`config.mk`:
```
export PLATFORM = sky130hd
export DESIGN_NAME = arb_xfer_ctrl
export DESIGN_NICKNAME = d
export VERILOG_FILES = /design/src/rtl/arb_xfer_ctrl.sv
export SDC_FILE = /design/constraint.sdc
export NUM_CORES = 1
export LEC_CHECK = 0
export ABC_AREA = 1
export BUFFER_PORTS_ARGS = -buffer_cell sky130_fd_sc_hd__clkbuf_2
export CAP_MARGIN = 10
export CORE_ASPECT_RATIO = 2
export CORE_MARGIN = 5
export CORE_UTILIZATION = 41
export DETAILED_ROUTE_END_ITERATION = 10
export HOLD_SLACK_MARGIN = 0.1
export PLACE_DENSITY = 0.81
export SETUP_SLACK_MARGIN = 0.2
export SLEW_MARGIN = 20
export SYNTH_ARGS = -nofsm -noshare
export SYNTH_HDL_FRONTEND = slang
export SYNTH_SLANG_ARGS = --single-unit
```
`constraint.sdc`:
```
create_clock -name clk -period 2.2 [get_ports clk]
set_input_delay 0.22 -clock clk [delete_from_list [all_inputs] [get_ports clk]]
set_output_delay 0.22 -clock clk [all_outputs]
set_load 0.1 [all_outputs]
```
`src/rtl/arb_xfer_ctrl.sv`:
```
// Burst-locking transfer controller behind the priority arbiter: latches the granted
// owner until its last beat and forwards beats on a registered valid/ready channel.
// Optional stall abort in WAIT is enabled with `define ARB_XFER_STALL_TIMEOUT_EN.
module arb_xfer_ctrl #(
  parameter int N       = 4,
  parameter int DW      = 32,
  parameter int TIMEOUT = 16
) (
  input  logic                                clk,
  input  logic                                reset,
  input  logic [N-1:0]                        req_valid,
  input  logic [N*DW-1:0]                     req_data,
  input  logic [N-1:0]                        req_last,
  input  logic [N-1:0]                        gnt,
  input  logic                                gnt_valid,
  output logic [N-1:0]                        req_pop,
  output logic                                out_valid,
  output logic [DW-1:0]                       out_data,
  output logic [((N > 1) ? $clog2(N) : 1)-1:0] out_id,
  output logic                                out_last,
  input  logic                                out_ready,
  output logic                                busy,
  output logic                                err_timeout
);
  localparam int IW = (N > 1) ? $clog2(N) : 1;

  if (N < 1 || DW < 1 || TIMEOUT < 1) begin : g_bad_cfg
    $error("arb_xfer_ctrl: N, DW and TIMEOUT must all be >= 1");
  end

  typedef enum logic [1:0] {IDLE, SEND, WAIT} state_e;

  state_e          state_q;
  logic [IW-1:0]   owner_q;
  logic            out_valid_q;
  logic [DW-1:0]   out_data_q;
  logic [IW-1:0]   out_id_q;
  logic            out_last_q;

  logic [IW-1:0]   gnt_idx;
  logic            take_gnt;
  logic [IW-1:0]   sel_d;
  logic            load_d;

  // Lowest set bit wins, so a non-one-hot grant still resolves deterministically.
  always_comb begin
    gnt_idx = '0;
    for (int i = N - 1; i >= 0; i--)
      if (gnt[i]) gnt_idx = IW'(i);
  end

  assign take_gnt = (state_q == IDLE) && gnt_valid && (|gnt);
  assign sel_d    = (state_q == IDLE) ? gnt_idx : owner_q;

  always_comb begin
    load_d = 1'b0;
    case (state_q)
      IDLE:    load_d = take_gnt && req_valid[sel_d];
      SEND:    load_d = out_ready && !out_last_q && req_valid[sel_d];
      WAIT:    load_d = req_valid[sel_d];
      default: load_d = 1'b0;
    endcase
  end

  // Gated by reset so nothing pops while the block is held in reset.
  assign req_pop = (load_d && reset) ? (N'(1) << sel_d) : '0;

`ifdef ARB_XFER_STALL_TIMEOUT_EN
  localparam int CW = $clog2(TIMEOUT + 1);
  logic [CW-1:0] cnt_q;
  logic          err_q;
  assign err_timeout = err_q;
`else
  assign err_timeout = 1'b0;
`endif

  always_ff @(posedge clk or negedge reset) begin
    if (!reset) begin
      state_q     <= IDLE;
      owner_q     <= '0;
      out_valid_q <= 1'b0;
      out_data_q  <= '0;
      out_id_q    <= '0;
      out_last_q  <= 1'b0;
`ifdef ARB_XFER_STALL_TIMEOUT_EN
      cnt_q       <= '0;
      err_q       <= 1'b0;
`endif
    end else begin
`ifdef ARB_XFER_STALL_TIMEOUT_EN
      err_q <= 1'b0;
`endif
      if (load_d) begin
        out_data_q <= req_data[int'(sel_d)*DW +: DW];
        out_last_q <= req_last[sel_d];
        out_id_q   <= sel_d;
      end
      case (state_q)
        IDLE: begin
          if (take_gnt) owner_q <= gnt_idx;
          if (load_d) begin
            state_q     <= SEND;
            out_valid_q <= 1'b1;
          end
        end
        SEND: begin
          if (out_ready) begin
            if (out_last_q) begin
              state_q     <= IDLE;
              out_valid_q <= 1'b0;
            end else if (!load_d) begin
              state_q     <= WAIT;
              out_valid_q <= 1'b0;
`ifdef ARB_XFER_STALL_TIMEOUT_EN
              cnt_q       <= '0;
`endif
            end
          end
        end
        WAIT: begin
          if (load_d) begin
            state_q     <= SEND;
            out_valid_q <= 1'b1;
          end
`ifdef ARB_XFER_STALL_TIMEOUT_EN
          else begin
            if (cnt_q != CW'(TIMEOUT)) cnt_q <= cnt_q + 1'b1;
            if ((cnt_q + 1'b1) >= CW'(TIMEOUT)) begin
              state_q <= IDLE;
              err_q   <= 1'b1;
            end
          end
`endif
        end
        default: state_q <= IDLE;
      endcase
    end
  end

  assign out_valid = out_valid_q;
  assign out_data  = out_data_q;
  assign out_id    = out_id_q;
  assign out_last  = out_last_q;
  assign busy      = (state_q != IDLE);

endmodule

```
==> results.json, run 1 <==
{
  "violations": "negative setup slack",
  "synthCells": 364,
  "cts_tree": "yes",
  "ys_seq_area_share_pct": 38.7,
  "grt_start_max_net_pins": 73,
  "crit_path_start_kind": "register",
  "synth.distinct_cells": 23,
  "io_buffers": 184,
  "fin_util_pct": 66.1,
  "top_usage_layer": "met2",
  "wl_mm": 11.0,
  "worstPathArrival_ns": 2.03,
  "rsz0062_at_grt": "yes",
  "drt_iter0_markers": 220,
  "fin_ws_ns": -0.0474,
  "worstSetupEndpointType": "primary output",
  "final_hold_viol_count": 0,
  "drc": 0,
  "pin_count": 186,
  "period_share_pct": 102,
  "avgSynthCellArea_um2": 7.11,
  "dr.pass1.iters": 5,
  "max_slew_margin_pct": 61.0,
  "htree_levels": 2,
  "initial_core_util_pct": 41.4,
  "p_leak_nw": 2.22,
  "cts.sinks": 40,
  "dp_hpwl_mm": 7.61,
  "p_total_w": 0.00763,
  "ys_ff_latch": 40,
  "cts_buffer_depth": 2,
  "drive_above_1_share_pct": 43.5,
  "diodes": 0,
  "track_usage_pct": 25.6,
  "routabilityCongestion": 0.873,
  "period_minus_slack_ns": 2.25,
  "syn_nets": 508,
  "dieArea_um2": 8100,
  "cts_buffers": 5,
  "grtUsageMet2_pct": 45.2,
  "synth_warnings": 0,
  "vias_per_cell": 5.45,
  "yosys-top-cells-area": "dfrtp_1 39%, nand2_1 18%, nand3_1 14%",
  "rows": 41,
  "clkSlewWorstSetupHoldPaths_ns": 0.06,
  "clkLatencyLatePin_ns": 0.29,
  "grt_overflow": 0,
  "yosysMostFrequentCell": "nand2_1",
  "powerDensity_nw_per_um2": 1850,
  "wl_per_cell_um": 17.1,
  "vias": 3517,
  "fin_nets": 702,
  "ir_worst_vdd_v": 0.00121,
  "synth_edf_count": 0,
  "tightest_slew_ns": 0.588,
  "use_met3_pct": 4.49,
  "outcome": "finished with violations",
  "synth_ff_type": "dfrtp_1",
  "yosysTopAreaCellShare_pct": 38.7,
  "grt_pass1_vias": 3351,
  "grt_pass1_wl_mm": 15.9,
  "clock.fmax_ghz": 0.445,
  "cp.required_ns": 1.98,
  "cts_root_buf": "clkbuf_16",
  "yosys.area.top_type": "dfrtp_1",
  "synthToLayoutAreaGrowth_pct": 59.7,
  "hp-class": "in2reg",
  "antenna_found_initial": 0,
  "postRouteAntennaNets": 0,
  "ys_async_sr_fraction_pct": 100,
  "cp_max_fo": 21,
  "mappedNetlistArea_um2": 2590,
  "maxCapViolCount": 0,
  "yosys-top-cells-count": "126 x nand2_1, 72 x nand3_1, 40 x dfrtp_1, 33 x a21oi_1, 31 x o21ai_1",
  "setup_viol": 4,
  "use_met1_pct": 28.4,
  "die_x_um": 66.2,
  "maxSlewViolCount": 0,
  "core_area_um2": 6260,
  "worst_hold_slack_ns": 0.182,
  "criticalPathCategory": "reg2out",
  "finalClockSkew_ns": 0.00652,
  "die_y_um": 122
}
[cell usage in the layout, fill, tap and decap left out, types with 2 or more instances in the layout]
| master | n |
|---|---|
| a21oi_1 | 32 |
| buf_12 | 9 |
| buf_4 | 14 |
| buf_8 | 2 |
| clkbuf_16 | 7 |
| clkbuf_2 | 180 |
| dfrtp_1 | 39 |
| inv_1 | 8 |
| inv_2 | 2 |
| nand2_1 | 123 |
| nand2_2 | 3 |
| nand2_4 | 2 |
| nand2_8 | 2 |
| nand3_1 | 70 |
| nor2_4 | 3 |
| nor2_8 | 3 |
| nor3_4 | 4 |
| o21ai_0 | 8 |
| o21ai_1 | 31 |
[worst paths after layout]
check                      cells after the start  slack, ns       start    endpoint
hold / removal                                 2       0.18   out_ready  state_q[0]
setup reg to reg                              14       0.15  state_q[0]  state_q[1]
setup / recovery                               9      -0.05  state_q[0]  req_pop[0]
max in group asynchronous                      3       1.17       reset  state_q[1]
min in group asynchronous                      3       0.65       reset   out_valid
hold reg to reg                                2       0.49   out_valid   out_valid
[where the power goes]
part           internal, W  switching [W]
sequential         0.00107       0.000214
clock             0.000539       0.000310
combinational      0.00135        0.00414
[critical path: stages (launching register included)]
cell     delay (ns)
dfrtp_1        0.44
nor2_4         0.19
buf_12         0.14
inv_8          0.04
nand2_2        0.07
o21ai_4        0.08
buf_4          0.20
buf_8          0.18
nor3_4         0.21
buf_12         0.20
[layout make-up]
type                    count  area [um^2]
clock buffers               5          125
clock inverters             3         46.3
fillers                   572         2120
inverters                  12         55.1
multi-input cells         289         1480
flip-flops and latches     40         1000
well taps                  86          108
repair buffers            210         1320
[repair_timing]
item | 4_1_cts | 5_1_grt
endpoints found under the hold margin | 40 | 0
setup buffers | 5 | 7
pin swaps | 9 | 5
endpoints found under the setup margin | 11 | 41
gates cloned | 1 | 3
gates resized for setup | 10 | 7
hold buffers | 1 | 0
[per-stage QoR]
stage | worst slack [ns] | setup TNS [ns] | instances | cell area [um^2]
after global routing | -0.142 | -0.467 | 645 | 4130
after global placement | 0.253 | 0 | 620 | 3660
after detailed placement | 0.197 | 0 | 620 | 3660
after floorplan | -0.238 | -0.811 | 364 | 2650
final | -0.0474 | -0.168 | 645 | 4130
after CTS | -0.0230 | -0.0230 | 635 | 3940
[per-layer routing]
layer,wire length (um),vias up
li1,-,1606
met1,3800,1635
met2,5840,231
met3,864,45
met4,530,0
met5,0,-
[registers in the layout, indices dropped and copies added (netlist names)]
name and cells:
out_data 32, state_q 2, out_id 2, out_valid 1
out_last 1, owner_q 2
[cell families after synthesis]
kind of cell / count (synthesis) / share of synthesized area (%)
AOI/OAI and AO/OA: 75 / 14.8
buffers and inverters: 37 / 9.33
DFF: 40 / 38.7
other: 1 / 0.145
and+or+nand+nor: 211 / 37.0
No activity file was read; power rests on OpenSTA's default activity.
==> inputs of run 2 (changes only) <==
--- a/config.mk
+++ b/config.mk
@@ -9,13 +9,12 @@
 export BUFFER_PORTS_ARGS = -buffer_cell sky130_fd_sc_hd__clkbuf_2
 export CAP_MARGIN = 10
 export CORE_ASPECT_RATIO = 2
-export CORE_MARGIN = 5
 export CORE_UTILIZATION = 41
 export DETAILED_ROUTE_END_ITERATION = 10
 export HOLD_SLACK_MARGIN = 0.1
 export PLACE_DENSITY = 0.81
 export SETUP_SLACK_MARGIN = 0.2
-export SLEW_MARGIN = 20
+export SLEW_MARGIN = 25
 export SYNTH_ARGS = -nofsm -noshare
 export SYNTH_HDL_FRONTEND = slang
 export SYNTH_SLANG_ARGS = --single-unit
==> run 2 against run 1 <==
  * The flow still finishes with violations (negative setup slack)
  * Clock power down 3.1%
  * Count of clock-buffer cells in the layout up 1
  * Critical path depth rose by 4
  * Via count fell by 1.5%
  * Sequential power is essentially flat
  * Clock skew decreased by 0.0010 ns
  * Total power grew 1.4%
  * Core utilization up 2.7 points
  * Sequential share of layout area shrank 0.16 points
  * Largest power group unchanged
==> results.json, run 2 (same netlist as run 1, synthesis figures left out) <==
{
  "synthToLayoutAreaGrowth_pct": 60.8,
  "outcome": "finished with violations",
  "fin_area_um2": 4160,
  "ir_worst_vdd_v": 0.00138,
  "cts.sinks": 40,
  "die_x_um": 58.2,
  "postRouteAntennaNets": 0,
  "diodes": 0,
  "pin_count": 186,
  "wl_mm": 10.2,
  "powerDensity_nw_per_um2": 1860,
  "criticalPathCategory": "reg2out",
  "violations": "negative setup slack",
  "routabilityCongestion": 0.883,
  "vias": 3464,
  "mostFrequentLayoutCell": "clkbuf_2",
  "cp.required_ns": 1.98,
  "setup_tns_ns": -0.0995,
  "drt_iter0_markers": 202,
  "worstPathArrival_ns": 2.03,
  "io_buffers": 184,
  "tightest_slew_ns": 0.584,
  "wl_per_cell_um": 15.6,
  "antenna_found_initial": 0,
  "vias_per_cell": 5.31,
  "grt_pass1_vias": 3157,
  "maxSlewViolCount": 0,
  "cts_root_buf": "clkbuf_16",
  "crit_path_start_kind": "register",
  "htree_levels": 2,
  "drive_above_1_share_pct": 44.5,
  "max_slew_margin_pct": 61.2,
  "dp_hpwl_mm": 6.67,
  "dieArea_um2": 6650,
  "clkLatencyLatePin_ns": 0.28,
  "cts_buffer_depth": 2,
  "grt_overflow": 0,
  "most-common-layout-cells": "180 x clkbuf_2, 122 x nand2_1, 69 x nand3_1",
  "drc": 0,
  "clock.fmax_ghz": 0.444,
  "largest_register_ffs": 32,
  "rows": 40,
  "dp.cells": 614,
  "initial_core_util_pct": 42.7,
  "cts_buffers": 5,
  "cts_tree": "yes",
  "worstSetupEndpointType": "primary output",
  "maxCapViolCount": 0,
  "instances_no_fill": 652,
  "p_total_w": 0.00773,
  "finalClockSkew_ns": 0.00549,
  "grt_pass1_wl_mm": 14.8,
  "p_leak_nw": 2.27,
  "period_share_pct": 102,
  "rsz0062_at_grt": "yes",
  "die_y_um": 114,
  "crit_path_cell_trace": "nor2_4, buf_12, inv_8, nand2_8, nand3_2, nand2_1, nand2_1, nand2_2, nand2_4, inv_2, nand2_4, nor3_4, buf_12",
  "fin_nets": 711,
  "clkSlewWorstSetupHoldPaths_ns": 0.06,
  "core_area_um2": 6060,
  "max_stage_delay_ns": 0.41,
  "cp_max_fo": 4,
  "grt_start_max_net_pins": 73,
  "fin_ws_ns": -0.0500,
  "crit_family": "simple AND/OR/NAND/NOR gates",
  "dr.pass1.iters": 4,
  "hp-class": "in2async",
  "dpl_cell_area_um2": 3610,
  "setup_viol": 3,
  "final_hold_viol_count": 0,
  "cp_num_buf_inv": 4,
  "track_usage_pct": 29.5,
  "critPathSlowestCell": "dfrtp_1",
  "period_minus_slack_ns": 2.25
}
==> run 2: what timing repair did <==
action                     CTS  global route
hold buffers                 0             0
setup endpoints to repair   37            40
pin swaps                   15             9
resized for setup            9             3
cloned                       3             2
setup buffers               14            11
==> run 2: stage by stage <==
step	utilization, %	hold slack, ns	setup slack [ns]
detailed placement	59.7	0.411	0.0310
CTS	65.7	0.112	-0.0722
floorplan	-	-0.0756	-0.238
global route	68.7	0.153	-0.112
global placement	59.7	0.398	0.109
finish	68.7	0.0860	-0.0500
==> run 2: final timing paths <==
| kind | start | endpoint | slack (ns) | cells past startpoint |
|---|---|---|---|---|
| min | reset | out_data[2] | 0.09 | 2 |
| max reg2reg | state_q[0] | out_data[23] | 0.25 | 11 |
| min reg2reg | out_valid | out_valid | 0.47 | 2 |
| max | state_q[0] | req_pop[3] | -0.05 | 13 |
| min in group clk | out_ready | state_q[0] | 0.18 | 2 |
| max in group asynchronous | reset | state_q[1] | 1.72 | 2 |
==> run 2: area by class of cell <==
class	instances	area [um^2]
inverters	12	55.1
fillers	523	1890
clock buffers	6	129
flip-flops and latches	40	1000
well taps	84	105
repair buffers	218	1350
clock inverters	2	35.0
multi-input cells	290	1480
==> run 2: routing by layer <==
layer / global-route usage (%) / vias up / routed length [um]
met4: 17.0 / 0 / 412
met1: 32.5 / 1611 / 3690
li1: - / 1631 / -
met5: 0 / - / 0
met3: 3.73 / 31 / 578
met2: 52.6 / 191 / 5500
==> run 2: where the power goes <==
group	internal [W]	leakage, nW	switching [W]
logic	0.00147	1.69	0.00416
registers	0.00107	0.505	0.000207
clock network	0.000534	0.0808	0.000289
total	0.00308	2.27	0.00465
==> run 2: worst register-to-register path: cells and delay by family, from the launching register on <==
family	cells	cell delay, ns
AO/OA/AOI/OAI	3	0.37
buffers and inverters	4	0.64
flip-flops	1	0.41
AND/OR/NAND/NOR	4	0.42
==> inputs of run 3 (changes only) <==
--- a/config.mk
+++ b/config.mk
@@ -12,7 +12,7 @@
 export CORE_UTILIZATION = 41
 export DETAILED_ROUTE_END_ITERATION = 10
 export HOLD_SLACK_MARGIN = 0.1
-export PLACE_DENSITY = 0.81
+export PLACE_DENSITY = 0.89
 export SETUP_SLACK_MARGIN = 0.2
 export SLEW_MARGIN = 25
 export SYNTH_ARGS = -nofsm -noshare
==> run 3 against run 2 <==
  * The run still ends with negative setup slack left
  * Via count increased by 0.92%
  * Routed wire length increased by 8.6%
  * Die area unchanged
  * Setup slack got worse by 0.079 ns
  * Critical path depth increased by 1
  * Sequential share of layout area decreased by 0.37 points
  * Core utilization increased by 0.97 points
  * Count of clock-buffer cells in the layout increased by 1
  * Fmax decreased by 3.4%
  * Sequential cell count unchanged
  * Critical path type unchanged
==> results.json, run 3 (same netlist as run 1, synthesis figures left out) <==
{
  "outcome": "finished with violations",
  "violations": "negative setup slack",
  "cts.sinks": 40,
  "ir_worst_vdd_v": 0.00123,
  "drc": 0,
  "fin_nets": 706,
  "criticalPathCategory": "reg2out",
  "most-common-layout-cells": "180 x clkbuf_2, 119 x nand2_1, 69 x nand3_1",
  "largest_register_ffs": 32,
  "grt_pass1_wl_mm": 14.8,
  "crit_path_cell_trace": "nor2_4, buf_12, inv_8, nand2_8, nand2_4, nand2_2, nand2_2, nand2_2, nand2_2, nand2_4, inv_2, nand2_4, nor3_4, buf_12",
  "grt_pass1_vias": 3207,
  "power_frac_seq_pct": 16.4,
  "tightest_slew_ns": 0.602,
  "period_share_pct": 106,
  "p_total_w": 0.00790,
  "p_switching_w": 0.00477,
  "vias_per_cell": 5.40,
  "final_hold_viol_count": 0,
  "cp.required_ns": 1.98,
  "max_slew_margin_pct": 60.0,
  "p_leak_nw": 2.27,
  "crit_top_cell": "nand2_2",
  "cts_tree": "yes",
  "io_buffers": 184,
  "clkLatencyLatePin_ns": 0.28,
  "clock.fmax_ghz": 0.429,
  "rows": 40,
  "period_minus_slack_ns": 2.33,
  "clockPowerShare_pct": 11.1,
  "vias": 3496,
  "die_x_um": 58.2,
  "initial_core_util_pct": 42.7,
  "sw_frac_of_total_pct": 60.4,
  "worstPathArrival_ns": 2.11,
  "maxSlewViolCount": 0,
  "drive_above_1_share_pct": 44.9,
  "hp-class": "in2reg",
  "cp_max_fo": 4,
  "grt_start_max_net_pins": 73,
  "pin_count": 186,
  "postRouteAntennaNets": 0,
  "finalClockSkew_ns": 0.00680,
  "core_area_um2": 6060,
  "max_stage_delay_ns": 0.43,
  "cts_buffers": 5,
  "rsz0062_at_grt": "yes",
  "grt_overflow": 0,
  "setup_viol": 4,
  "n_fill_cell": 503,
  "crit_path_start_kind": "register",
  "worstSetupEndpointType": "primary output",
  "fin_ws_ns": -0.129,
  "track_usage_pct": 29.4,
  "p_int_w": 0.00313,
  "drt_iter0_markers": 239,
  "dr.pass1.iters": 5,
  "synthToLayoutAreaGrowth_pct": 63.0,
  "instances_no_fill": 647,
  "wl_mm": 11.1,
  "antenna_found_initial": 0,
  "dp.cells": 615,
  "cts_root_buf": "clkbuf_16",
  "diodes": 0,
  "routabilityCongestion": 0.921,
  "dp_hpwl_mm": 6.84,
  "powerDensity_nw_per_um2": 1870,
  "mostFrequentLayoutCell": "clkbuf_2",
  "p_comb_share_pct": 72.5,
  "dieArea_um2": 6650,
  "cts_buffer_depth": 2,
  "htree_levels": 2,
  "clkSlewWorstSetupHoldPaths_ns": 0.06,
  "maxCapViolCount": 0,
  "die_y_um": 114,
  "wl_per_cell_um": 17.1,
  "critPathSlowestCell": "dfrtp_1"
}
run 3: cell count changes in the layout (fill, tap and decap cells not counted), sizes merged:
cell,before,now
nor2,8,9
dlygate4sd3,0,1
buf,36,29
clkinv,1,0
clkbuf,188,189
run 3: final timing paths:
check | from | slack, ns | end | depth (start not counted)
hold / removal | out_ready | 0.19 | state_q[0] | 2
max in group asynchronous | reset | 1.22 | out_data[29] | 3
setup / recovery | state_q[0] | -0.13 | req_pop[3] | 14
min in group asynchronous | reset | 0.61 | out_valid | 3
setup reg to reg | state_q[1] | 0.03 | out_valid | 17
hold reg to reg | out_data[9] | 0.49 | out_data[9] | 2
run 3: critical path: cells and delay by family (launching register included):
kind	cells	cell delay (ns)
simple gates	10	0.89
flops	1	0.43
buf+inv	4	0.49
run 3: metrics by stage:
step	hold slack, ns	instance area, um^2	util [%]	TNS [ns]	worst slack, ns
6_report	0.186	4220	69.7	-0.371	-0.129
5_1_grt	0.177	4220	69.7	-0.748	-0.190
4_1_cts	0.165	3890	64.3	0	0.0578
3_5_place_dp	0.378	3620	59.8	0	0.0742
3_3_place_gp	0.374	3620	59.8	0	0.203
2_1_floorplan	-0.0756	2650	-	-0.811	-0.238
run 3: area by class of cell:
class	count	area (um^2)	share of cell area, %
clock buffers	7	153	3.62
clock inverters	1	30.0	0.712
inverters	12	60.1	1.42
multi-input cells	291	1520	36.0
flip-flops and latches	40	1000	23.7
well taps	84	105	2.49
repair buffers	212	1350	32.0
run 3: routing by layer:
layer | vias up | share of wire, % | track usage, %
met1 | 1629 | 34 | 31.5
met5 | - | 0 | 0
met3 | 38 | 6.5 | 4.29
met2 | 214 | 55 | 52.7
li1 | 1615 | - | -
met4 | 0 | 4.5 | 17.1
run 3: power by group through the flow:
stage	registers [W]	clock network (W)	logic, W
4_1_cts	0.00127	0.000897	0.00501
2_1_floorplan	0.00338	0	0.00193
3_5_place_dp	0.00129	0	0.00483
5_1_grt	0.00133	0.000918	0.00601
3_3_place_gp	0.00127	0	0.00475
6_report	0.00130	0.000876	0.00573
run 3: timing repair:
action / in CTS / in global routing
gates cloned: 1 / 5
endpoints found under the hold margin: 40 / 0
gates resized for setup: 4 / 21
buffers inserted: 5 / 12
setup endpoints to repair: 29 / 41
pin swaps: 8 / 8
hold buffers: 1 / 0
